### src/rtl/stm1_framer_pkg.sv
// Shared constants, types and the overhead-byte lookup for the STM-1 framer.
package stm1_framer_pkg;

    localparam int STM1_COLS = 270;
    localparam int STM1_ROWS = 9;
    localparam int SOH_COLS  = 9;

    localparam logic [9:0] AU4_PTR   = 10'd522;
    localparam logic [7:0] A1_BYTE   = 8'hF6;
    localparam logic [7:0] A2_BYTE   = 8'h28;
    // H1 carries NDF=0110, SS=10 and the top two pointer bits; H2 the low byte.
    localparam logic [7:0] H1_BYTE   = {4'b0110, 2'b10, AU4_PTR[9:8]};
    localparam logic [7:0] H2_BYTE   = AU4_PTR[7:0];
    localparam logic [7:0] Y_BYTE    = 8'h9B;
    localparam logic [7:0] ALL1_BYTE = 8'hFF;

    typedef struct packed {
        logic       sof;
        logic [7:0] data;
    } fifo_entry_t;

    typedef enum logic {
        IDLE,
        FRAME
    } framer_state_t;

    function automatic logic [7:0] soh_byte(input logic [3:0] row, input logic [8:0] col,
                                            input logic [7:0] j0);
        logic [7:0] b;
        b = 8'h00;
        if (row == 4'd1) begin
            if (col <= 9'd3)      b = A1_BYTE;
            else if (col <= 9'd6) b = A2_BYTE;
            else if (col == 9'd7) b = j0;
        end else if (row == 4'd4) begin
            case (col)
                9'd1:       b = H1_BYTE;
                9'd2, 9'd3: b = Y_BYTE;
                9'd4:       b = H2_BYTE;
                9'd5, 9'd6: b = ALL1_BYTE;
                default:    b = 8'h00;
            endcase
        end
        return b;
    endfunction

endpackage

### src/rtl/stm1_framer_sync_byte_fifo.sv
// Single-clock first-word-fall-through FIFO of {sof, data} entries.
module sync_byte_fifo
    import stm1_framer_pkg::*;
#(
    parameter int DEPTH = 512
) (
    input  logic        clk,
    input  logic        rst_n,
    input  logic        push,
    input  fifo_entry_t push_data,
    input  logic        pop,
    output fifo_entry_t head,
    output logic        full,
    output logic        empty
);
    localparam int AW = $clog2(DEPTH);

    fifo_entry_t    mem_q [DEPTH];
    logic [AW-1:0]  wr_ptr_q, wr_ptr_d, rd_ptr_q, rd_ptr_d;
    logic [AW:0]    count_q, count_d;
    logic           do_push, do_pop;

    assign full  = (count_q == (AW+1)'(DEPTH));
    assign empty = (count_q == '0);
    assign head  = mem_q[rd_ptr_q];

    always_comb begin
        do_push  = push && !full;
        do_pop   = pop && !empty;
        wr_ptr_d = wr_ptr_q + AW'(do_push);
        rd_ptr_d = rd_ptr_q + AW'(do_pop);
        count_d  = count_q + (AW+1)'(do_push) - (AW+1)'(do_pop);
    end

    // Storage is not reset; flushing is done by clearing the pointers.
    always_ff @(posedge clk) begin
        if (do_push) mem_q[wr_ptr_q] <= push_data;
    end

    always_ff @(posedge clk or negedge rst_n) begin
        if (!rst_n) begin
            wr_ptr_q <= '0;
            rd_ptr_q <= '0;
            count_q  <= '0;
        end else begin
            wr_ptr_q <= wr_ptr_d;
            rd_ptr_q <= rd_ptr_d;
            count_q  <= count_d;
        end
    end

endmodule

### src/rtl/stm1_framer.sv
// Maps a byte-serial VC-4 into an STM-1 frame with fixed AU-4 pointer 522,
// inserting section/AU overhead and flagging misaligned J1 bytes.
module stm1_framer
    import stm1_framer_pkg::*;
#(
    parameter int         FIFO_DEPTH = 512,
    parameter logic [7:0] J0_BYTE    = 8'h01
) (
    input  logic       clk,
    input  logic       rst_n,
    input  logic [7:0] vc4_data,
    input  logic       vc4_sof,
    input  logic       vc4_valid,
    output logic       vc4_ready,
    output logic [7:0] stm1_data,
    output logic       stm1_sof,
    output logic       stm1_valid,
    input  logic       stm1_ready,
    output logic [3:0] stm1_row,
    output logic [8:0] stm1_col,
    output logic       sof_err
);
    framer_state_t state_q, state_d;
    logic [3:0]    row_q, row_d, orow_q, orow_d;
    logic [8:0]    col_q, col_d, ocol_q, ocol_d;
    logic [7:0]    data_q, data_d;
    logic          sof_q, sof_d, valid_q, valid_d, err_q, err_d, ready_q, ready_d;
    fifo_entry_t   in_entry, head;
    logic          full, empty, push, pop;
    logic          load, in_soh, at_j1, gen_valid;

    assign in_entry   = {vc4_sof, vc4_data};
    assign vc4_ready  = ready_q && !full;
    assign push       = vc4_valid && vc4_ready;
    assign stm1_data  = data_q;
    assign stm1_sof   = sof_q;
    assign stm1_valid = valid_q;
    assign stm1_row   = orow_q;
    assign stm1_col   = ocol_q;
    assign sof_err    = err_q;

    sync_byte_fifo #(.DEPTH(FIFO_DEPTH)) u_fifo (
        .clk       (clk),
        .rst_n     (rst_n),
        .push      (push),
        .push_data (in_entry),
        .pop       (pop),
        .head      (head),
        .full      (full),
        .empty     (empty)
    );

    // row_q/col_q track the next position to generate; the o*_q registers
    // hold the byte currently presented downstream.
    always_comb begin
        state_d   = state_q;
        row_d     = row_q;
        col_d     = col_q;
        data_d    = data_q;
        sof_d     = sof_q;
        valid_d   = valid_q;
        orow_d    = orow_q;
        ocol_d    = ocol_q;
        err_d     = 1'b0;
        ready_d   = 1'b1;
        pop       = 1'b0;
        load      = !valid_q || stm1_ready;
        in_soh    = (col_q <= 9'(SOH_COLS));
        at_j1     = (row_q == 4'd1) && (col_q == 9'(SOH_COLS + 1));
        gen_valid = in_soh || !empty;
        if (load) valid_d = 1'b0;

        case (state_q)
            IDLE: begin
                if (!empty) begin
                    if (head.sof) begin
                        state_d = FRAME;
                        row_d   = 4'd1;
                        col_d   = 9'd1;
                    end else begin
                        pop = 1'b1;
                    end
                end
            end
            FRAME: begin
                if (load && gen_valid) begin
                    valid_d = 1'b1;
                    sof_d   = (row_q == 4'd1) && (col_q == 9'd1);
                    orow_d  = row_q;
                    ocol_d  = col_q;
                    if (in_soh) begin
                        data_d = soh_byte(row_q, col_q, J0_BYTE);
                    end else begin
                        data_d = head.data;
                        pop    = 1'b1;
                        err_d  = (head.sof != at_j1);
                    end
                    if (col_q == 9'(STM1_COLS)) begin
                        col_d = 9'd1;
                        row_d = (row_q == 4'(STM1_ROWS)) ? 4'd1 : row_q + 4'd1;
                    end else begin
                        col_d = col_q + 9'd1;
                    end
                end
            end
            default: state_d = IDLE;
        endcase
    end

    always_ff @(posedge clk or negedge rst_n) begin
        if (!rst_n) begin
            state_q <= IDLE;
            row_q   <= 4'd1;
            col_q   <= 9'd1;
            data_q  <= 8'h00;
            sof_q   <= 1'b0;
            valid_q <= 1'b0;
            orow_q  <= 4'd1;
            ocol_q  <= 9'd1;
            err_q   <= 1'b0;
            ready_q <= 1'b0;
        end else begin
            state_q <= state_d;
            row_q   <= row_d;
            col_q   <= col_d;
            data_q  <= data_d;
            sof_q   <= sof_d;
            valid_q <= valid_d;
            orow_q  <= orow_d;
            ocol_q  <= ocol_d;
            err_q   <= err_d;
            ready_q <= ready_d;
        end
    end

endmodule

### config.mk
export PLATFORM = sky130hd
export DESIGN_NAME = stm1_framer
export DESIGN_NICKNAME = d
export VERILOG_FILES = /design/src/rtl/stm1_framer_pkg.sv /design/src/rtl/stm1_framer_sync_byte_fifo.sv /design/src/rtl/stm1_framer.sv
export SDC_FILE = /design/constraint.sdc
export NUM_CORES = 2
export LEC_CHECK = 0
export CAP_MARGIN = 40
export CORE_MARGIN = 2
export CORE_UTILIZATION = 40
export CTS_CLUSTER_SIZE = 10
export DETAILED_ROUTE_END_ITERATION = 8
export GPL_TIMING_DRIVEN = 1
export PLACE_DENSITY_LB_ADDON = 0.1
export SLEW_MARGIN = 40
export SYNTH_ARGS = -nofsm -noshare
export SYNTH_HDL_FRONTEND = slang
export SYNTH_HIERARCHICAL = 1
export SYNTH_MEMORY_MAX_BITS = 65536
export SYNTH_SLANG_ARGS = --single-unit
### constraint.sdc
create_clock -name clk -period 4.53 [get_ports clk]
set_input_delay 0.453 -clock clk [delete_from_list [all_inputs] [get_ports clk]]
set_output_delay 0.453 -clock clk [all_outputs]
set_load 0.02 [all_outputs]
# ---- Word-level counts from Yosys, hierarchy flattened
# Memories as Yosys holds them, arrays and structs flattened.
# Cells that the tools add are included.
dict set report op_classes {
  add_sub_neg 6
  order_cmp 3
  eq_ne 18
  mux 34
  n_bitwise 1
  reduce_logical 18
}
# operator n
set op_table {}
lappend op_table {{9-bit by 3-bit equality test with 1-bit output, second input constant} 4}
lappend op_table {{9-bit 2-to-1 mux} 4}
lappend op_table {{8-bit 2-to-1 mux} 4}
lappend op_table {{8-bit case mux with 4 select lines} 1}
lappend op_table {{4-bit 2-to-1 mux} 5}
lappend op_table {{9-bit by 1-bit adder with 9-bit output} 2}
lappend op_table {{9-bit by 2-bit equality test with 1-bit output, second input constant} 2}
lappend op_table {{9-bit case mux with 2 select lines} 1}
lappend op_table {{1-bit 2-to-1 mux} 16}
lappend op_table {{10-bit by 1-bit adder with 10-bit output} 1}
lappend op_table {{10-bit equality test, second input constant} 1}
lappend op_table {{10-bit zero test} 1}
lappend op_table {{10-bit by 1-bit subtractor with 10-bit output} 1}
lappend op_table {{9-bit by 1-bit adder with 9-bit output, second input constant} 1}
lappend op_table {{9-bit by 1-bit equality test with 1-bit output, second input constant} 1}
lappend op_table {{9-bit by 4-bit equality test with 1-bit output, second input constant} 1}
lappend op_table {{9-bit equality test, second input constant} 1}
lappend op_table {{9-bit by 2-bit less-or-equal comparator with 1-bit output, second input constant} 1}
lappend op_table {{9-bit by 3-bit less-or-equal comparator with 1-bit output, second input constant} 1}
lappend op_table {{9-bit by 4-bit less-or-equal comparator with 1-bit output, second input constant} 1}
lappend op_table {{4-bit case mux with 2 select lines} 1}
lappend op_table {{1-bit logical AND} 7}
lappend op_table {{6-bit 2-to-1 mux} 1}
lappend op_table {{4-bit by 1-bit adder with 4-bit output, second input constant} 1}
lappend op_table {{14 further kinds} 20}
dict set report totals {
  register_bits 67
  ram_bits 4608
  out_inout_bits 25
  mem_count 1
}
# memory depth word_bits read_ports rd_clocked_by_memory_dff write_ports line_no
set memory_table {}
lappend memory_table {u_fifo.mem_q 512 9 1 0 1 stm1_framer_sync_byte_fifo.sv:18} ;# fifo_entry_t mem_q [DEPTH];

# ---- Logic depth before layout (Yosys ltp)
dict set report logic_depth {
  depth_word 8
  depth_mapped 32
}

# ---- Cells and area by module
# Netlist, hierarchy kept.
# module instances cells_each area_per_inst_um2 seq_area_each_um2
set modules_own_cells {}
lappend modules_own_cells {sync_byte_fifo 1 8668 180929.8 139073.4}
lappend modules_own_cells {stm1_framer 1 238 2172.1 980.9}

# ---- Worst setup path before layout
# OpenSTA, ideal clock, no wires.
dict set report synth_path {
  path_kind {reg2reg}
  from {register u_fifo.rd_ptr_q[0]}
  to {register u_fifo.count_q[9]}
  arrival_time_ns 4.805
  t_required_ns 4.405
  slack_ns -0.400
  path_stages_with_launch 27
  path_cell_list {dfrtp_1 -> buf_6 -> buf_12 -> buf_8 -> mux4_2 -> a22oi_1 -> a21oi_1 -> nor2_1 -> nor2_1 -> or4_4 -> a221oi_2 -> a31oi_1 -> nor2_1 -> a21oi_1 -> nor2_1 -> nor2b_1 -> ha_1 -> inv_1 -> ha_1 -> a21o_1 -> a21oi_1 -> o21bai_1 -> a21oi_1 -> o21bai_1 -> a21oi_1 -> mux2i_1 -> a2111oi_0}
}
# item line_no
set synth_lines {}
lappend synth_lines {{from (decl)} stm1_framer_sync_byte_fifo.sv:19} ;# logic [AW-1:0] wr_ptr_q, wr_ptr_d, rd_ptr_q, rd_ptr_d;
lappend synth_lines {{from (signal assigned)} stm1_framer_sync_byte_fifo.sv:47} ;# rd_ptr_q <= rd_ptr_d;
lappend synth_lines {{to (signal assigned)} stm1_framer_sync_byte_fifo.sv:48} ;# count_q <= count_d;
lappend synth_lines {{to (decl)} stm1_framer_sync_byte_fifo.sv:20} ;# logic [AW:0] count_q, count_d;

==> flow_metrics.py <==
metrics = {
    "status": {
        "status": "finished, violations left",
        "violations": "setup timing",
    },
    "timing": {
        "rsz0062_at_grt": "yes",
        "relSlewSlack": 0.2820,
        "setup_viol": 20,
        "skew_ns": 0.06702,
        "max_freq_mhz": 182.3,
        "final.setup.worst_slack_ns": -0.9546,
        "hold_viol": 0,
        "post-route-min-period_ns": 5.485,
        "final-max-slew-violation-count": 0,
        "tightest_slew_ns": 1.077,
        "fin_crit_sh": 1.211,
    },
    "floorplan": {
        "fp.coreArea_mm2": 0.4561,
        "start_util": 0.4014,
        "die-area_mm2": 0.4632,
        "die_h_um": 680.6,
        "fp.dieW_um": 680.6,
        "pin_count": 38,
        "num_rows": 248,
    },
    "logic_synthesis": {
        "synthesis.nets": 8946,
        "synth_edf_count": 4608,
        "syn_area_per_cell_um2": 20.56,
        "seq_area_frac_synth": 0.7649,
        "syn_inst": 8906,
        "yosysUniqueCellTypes": 88,
        "synthFlopType": "edfxtp_1",
        "syn-cell-area_mm2": 0.1831,
        "yosys_warnings": 6,
        "async_flop_share": 0.01433,
        "ys_ff_latch": 4675,
    },
    "detailed_routing": {
        "met3_length_um": 45930,
        "antenna_left": 0,
        "via_count": 98030,
        "dr_wl_met2_um": 281500,
        "top_layer_used": "met5",
        "drc": 0,
        "post_drt_wl_per_cell_um": 36.94,
        "viasPerCell": 6.007,
        "drt_wl_total_um": 602700,
        "drt-met1-wl_um": 251800,
        "drt_iter0_markers": 11720,
        "firstDrtPassIters": 6,
    },
    "global_route": {
        "grt_pass1_vias": 97880,
        "grt_antenna_before_repair": 31,
        "grt_max_degree": 161,
        "globalRouteTotalUtil": 0.2557,
        "grt_pass1_wl_um": 823600,
        "grt-ovfl-total": 0,
    },
    "setup_path": {
        "end_kind": "register",
        "crit_fanout": 8,
        "worstPathRequired_ns": 5.47,
        "slowest_delay_ns": 0.49,
        "cp.arrival_ns": 6.43,
        "crit_path_frequent_cell": "buf_12",
        "startpoint_type": "register",
        "worstSetupPathType": "reg2reg",
        "crit_slowest_cell": "dfrtp_4",
    },
    "clock_tree": {
        "clockRootBuffer": "clkbuf_16",
        "cts-htree-levels": 6,
        "clkSinkCount": 4675,
        "clk_latency_ns": 1.09,
        "cts_tree": "yes",
        "cts_max_path_buffers": 4,
        "numCtsBuffers": 553,
        "path_clk_slew_ns": 0.05,
    },
    "power_and_ir_drop": {
        "fin_total_pwr_mw": 136.5,
        "p_per_area_mw_per_mm2": 633.0,
        "vdd_drop_max_mv": 0.4465,
        "leakagePower_nw": 69.81,
    },
    "placement": {
        "post-place-ws_ns": -1.468,
        "io_buffers": 37,
        "place.gp.congestion": 0.9182,
        "hpwl_um": 387500,
    },
    "final_layout": {
        "drive_above_1_share": 0.3068,
        "final_common_cell": "edfxtp_1",
        "syn_to_final_growth_pct": 17.77,
        "final_cell_mix": "4608 x edfxtp_1, 982 x mux4_2, 955 x buf_4",
        "final_nets": 10160,
    },
    "run": {
        "cap_violations": 0,
    },
    "hold_path": {
        "min_path_type": "in2reg",
    },
}
==> per-layer routing <==
metal / up-vias / GRT usage
met5: - / 0.003749
met4: 6 / 0.08618
met3: 822 / 0.04539
met2: 4188 / 0.4035
met1: 53680 / 0.3602
li1: 39330 / -
==> worst max-delay path, delay by kind of cell, from the launching register on <==
family          cells  cell delay [ns]
mux                 1             0.42
flops               1             0.49
buf+inv             8             1.16
simple gates        7             1.17
xor+xnor            1             0.12
fa+ha+maj           3             0.69
compound gates     11             1.29
==> repair_timing <==
action | CTS | global route
pin swaps | 42 | 29
resized for setup | 166 | 101
gates cloned | 10 | 5
hold endpoints to repair | 519 | 0
setup buffers | 44 | 39
hold buffers | 12 | 0
setup endpoints to repair | 40 | 26
==> synth_stat cells, drive strengths merged (19+ instances only) <==
library cell,number,area share
clkbuf,232,0.0048
a31oi,48,0.0016
o22ai,133,0.0046
o21ai,110,0.0030
a32oi,23,0.0011
dfrtp,63,0.0086
o22a,19,0.00096
nor3,44,0.0013
nand2,297,0.0061
nand3,53,0.0014
o221ai,171,0.0082
mux4,986,0.12
a22oi,34,0.0014
nor2,660,0.014
inv,34,0.00070
a311oi,24,0.0011
a221oi,21,0.0010
edfxtp,4608,0.76
a21oi,181,0.0050
mux2i,542,0.030
buf,328,0.015
ha,26,0.0018
==> registers in the layout, summed over array words and instances, names as in the netlist <==
name	cells
col_q	9
ready_q	1
row_q	4
sof_err	1
state_q	1
stm1_col	9
stm1_data	8
stm1_row	4
stm1_sof	1
stm1_valid	1
u_fifo/count_q	10
u_fifo/mem_q	4608
u_fifo/rd_ptr_q	9
u_fifo/wr_ptr_q	9
==> report_power, final <==
group          total (mW)  internal, mW  switching (mW)
sequential           48.2          47.9           0.332
clock                39.4          22.5            16.8
combinational        48.9          19.3            29.6
total                 136          89.7            46.8
==> final timing paths <==
path / to / depth (start not counted) / start / slack (ns)
max in group asynchronous: u_fifo/rd_ptr_q[0]$_DFF_PN0_ / 4 / rst_n / 3.49
worst max-delay path: u_fifo/count_q[8]$_DFF_PN0_ / 31 / u_fifo/rd_ptr_q[0]$_DFF_PN0_ / -0.95
worst min-delay path: stm1_valid$_DFF_PN0_ / 3 / stm1_ready / 0.15
min in group asynchronous: u_fifo/rd_ptr_q[4]$_DFF_PN0_ / 3 / rst_n / 0.41
worst min register to register: stm1_col[2]$_DFFE_PN0P_ / 2 / stm1_col[2]$_DFFE_PN0P_ / 0.47
worst max register to register: u_fifo/count_q[8]$_DFF_PN0_ / 31 / u_fifo/rd_ptr_q[0]$_DFF_PN0_ / -0.95
==> area by class of cell <==
| class | instances | area (um2) |
|---|---|---|
| Clock inverter | 69 | 716.9 |
| Tap cell | 6000 | 7507 |
| Clock buffer | 682 | 14600 |
| Timing Repair Buffer | 1214 | 11720 |
| Antenna cell | 7 | 17.52 |
| Sequential cell | 4675 | 140100 |
| Multi-Input combinational cell | 3637 | 40850 |
| Fill cell | 37880 | 240500 |
| Inverter | 34 | 147.6 |
==> stage by stage <==
stage	setup TNS [ns]	utilization	cells	hold slack (ns)	instance area [um2]
after global placement	-22.04	0.4325	15460	0.4606	197300
final	-12.37	0.4727	16320	0.1474	215600
after CTS	-11.72	0.4709	16280	0.06185	214800
after floorplan	-0.2582	-	8906	0.1574	183200
after global routing	-15.93	0.4727	16310	0.1514	215600
after detailed placement	-20.65	0.4337	15460	0.4657	197800
==> logic make-up (layout without fill, tap and decap cells) <==
family | count (synthesis) | count (layout) | share of synthesized area
and+or+nand+nor | 1168 | 1168 | 0.02660
adders and majority gates | 27 | 27 | 0.001886
AOI/OAI and AO/OA | 877 | 877 | 0.03329
DFF | 4675 | 4675 | 0.7649
muxes | 1543 | 1543 | 0.1519
buffers and inverters | 594 | 1999 | 0.02038
xor gates and xnor gates | 21 | 21 | 0.001005
other | 1 | 8 | 0.00002048
(Power assumes the default switching activity.)
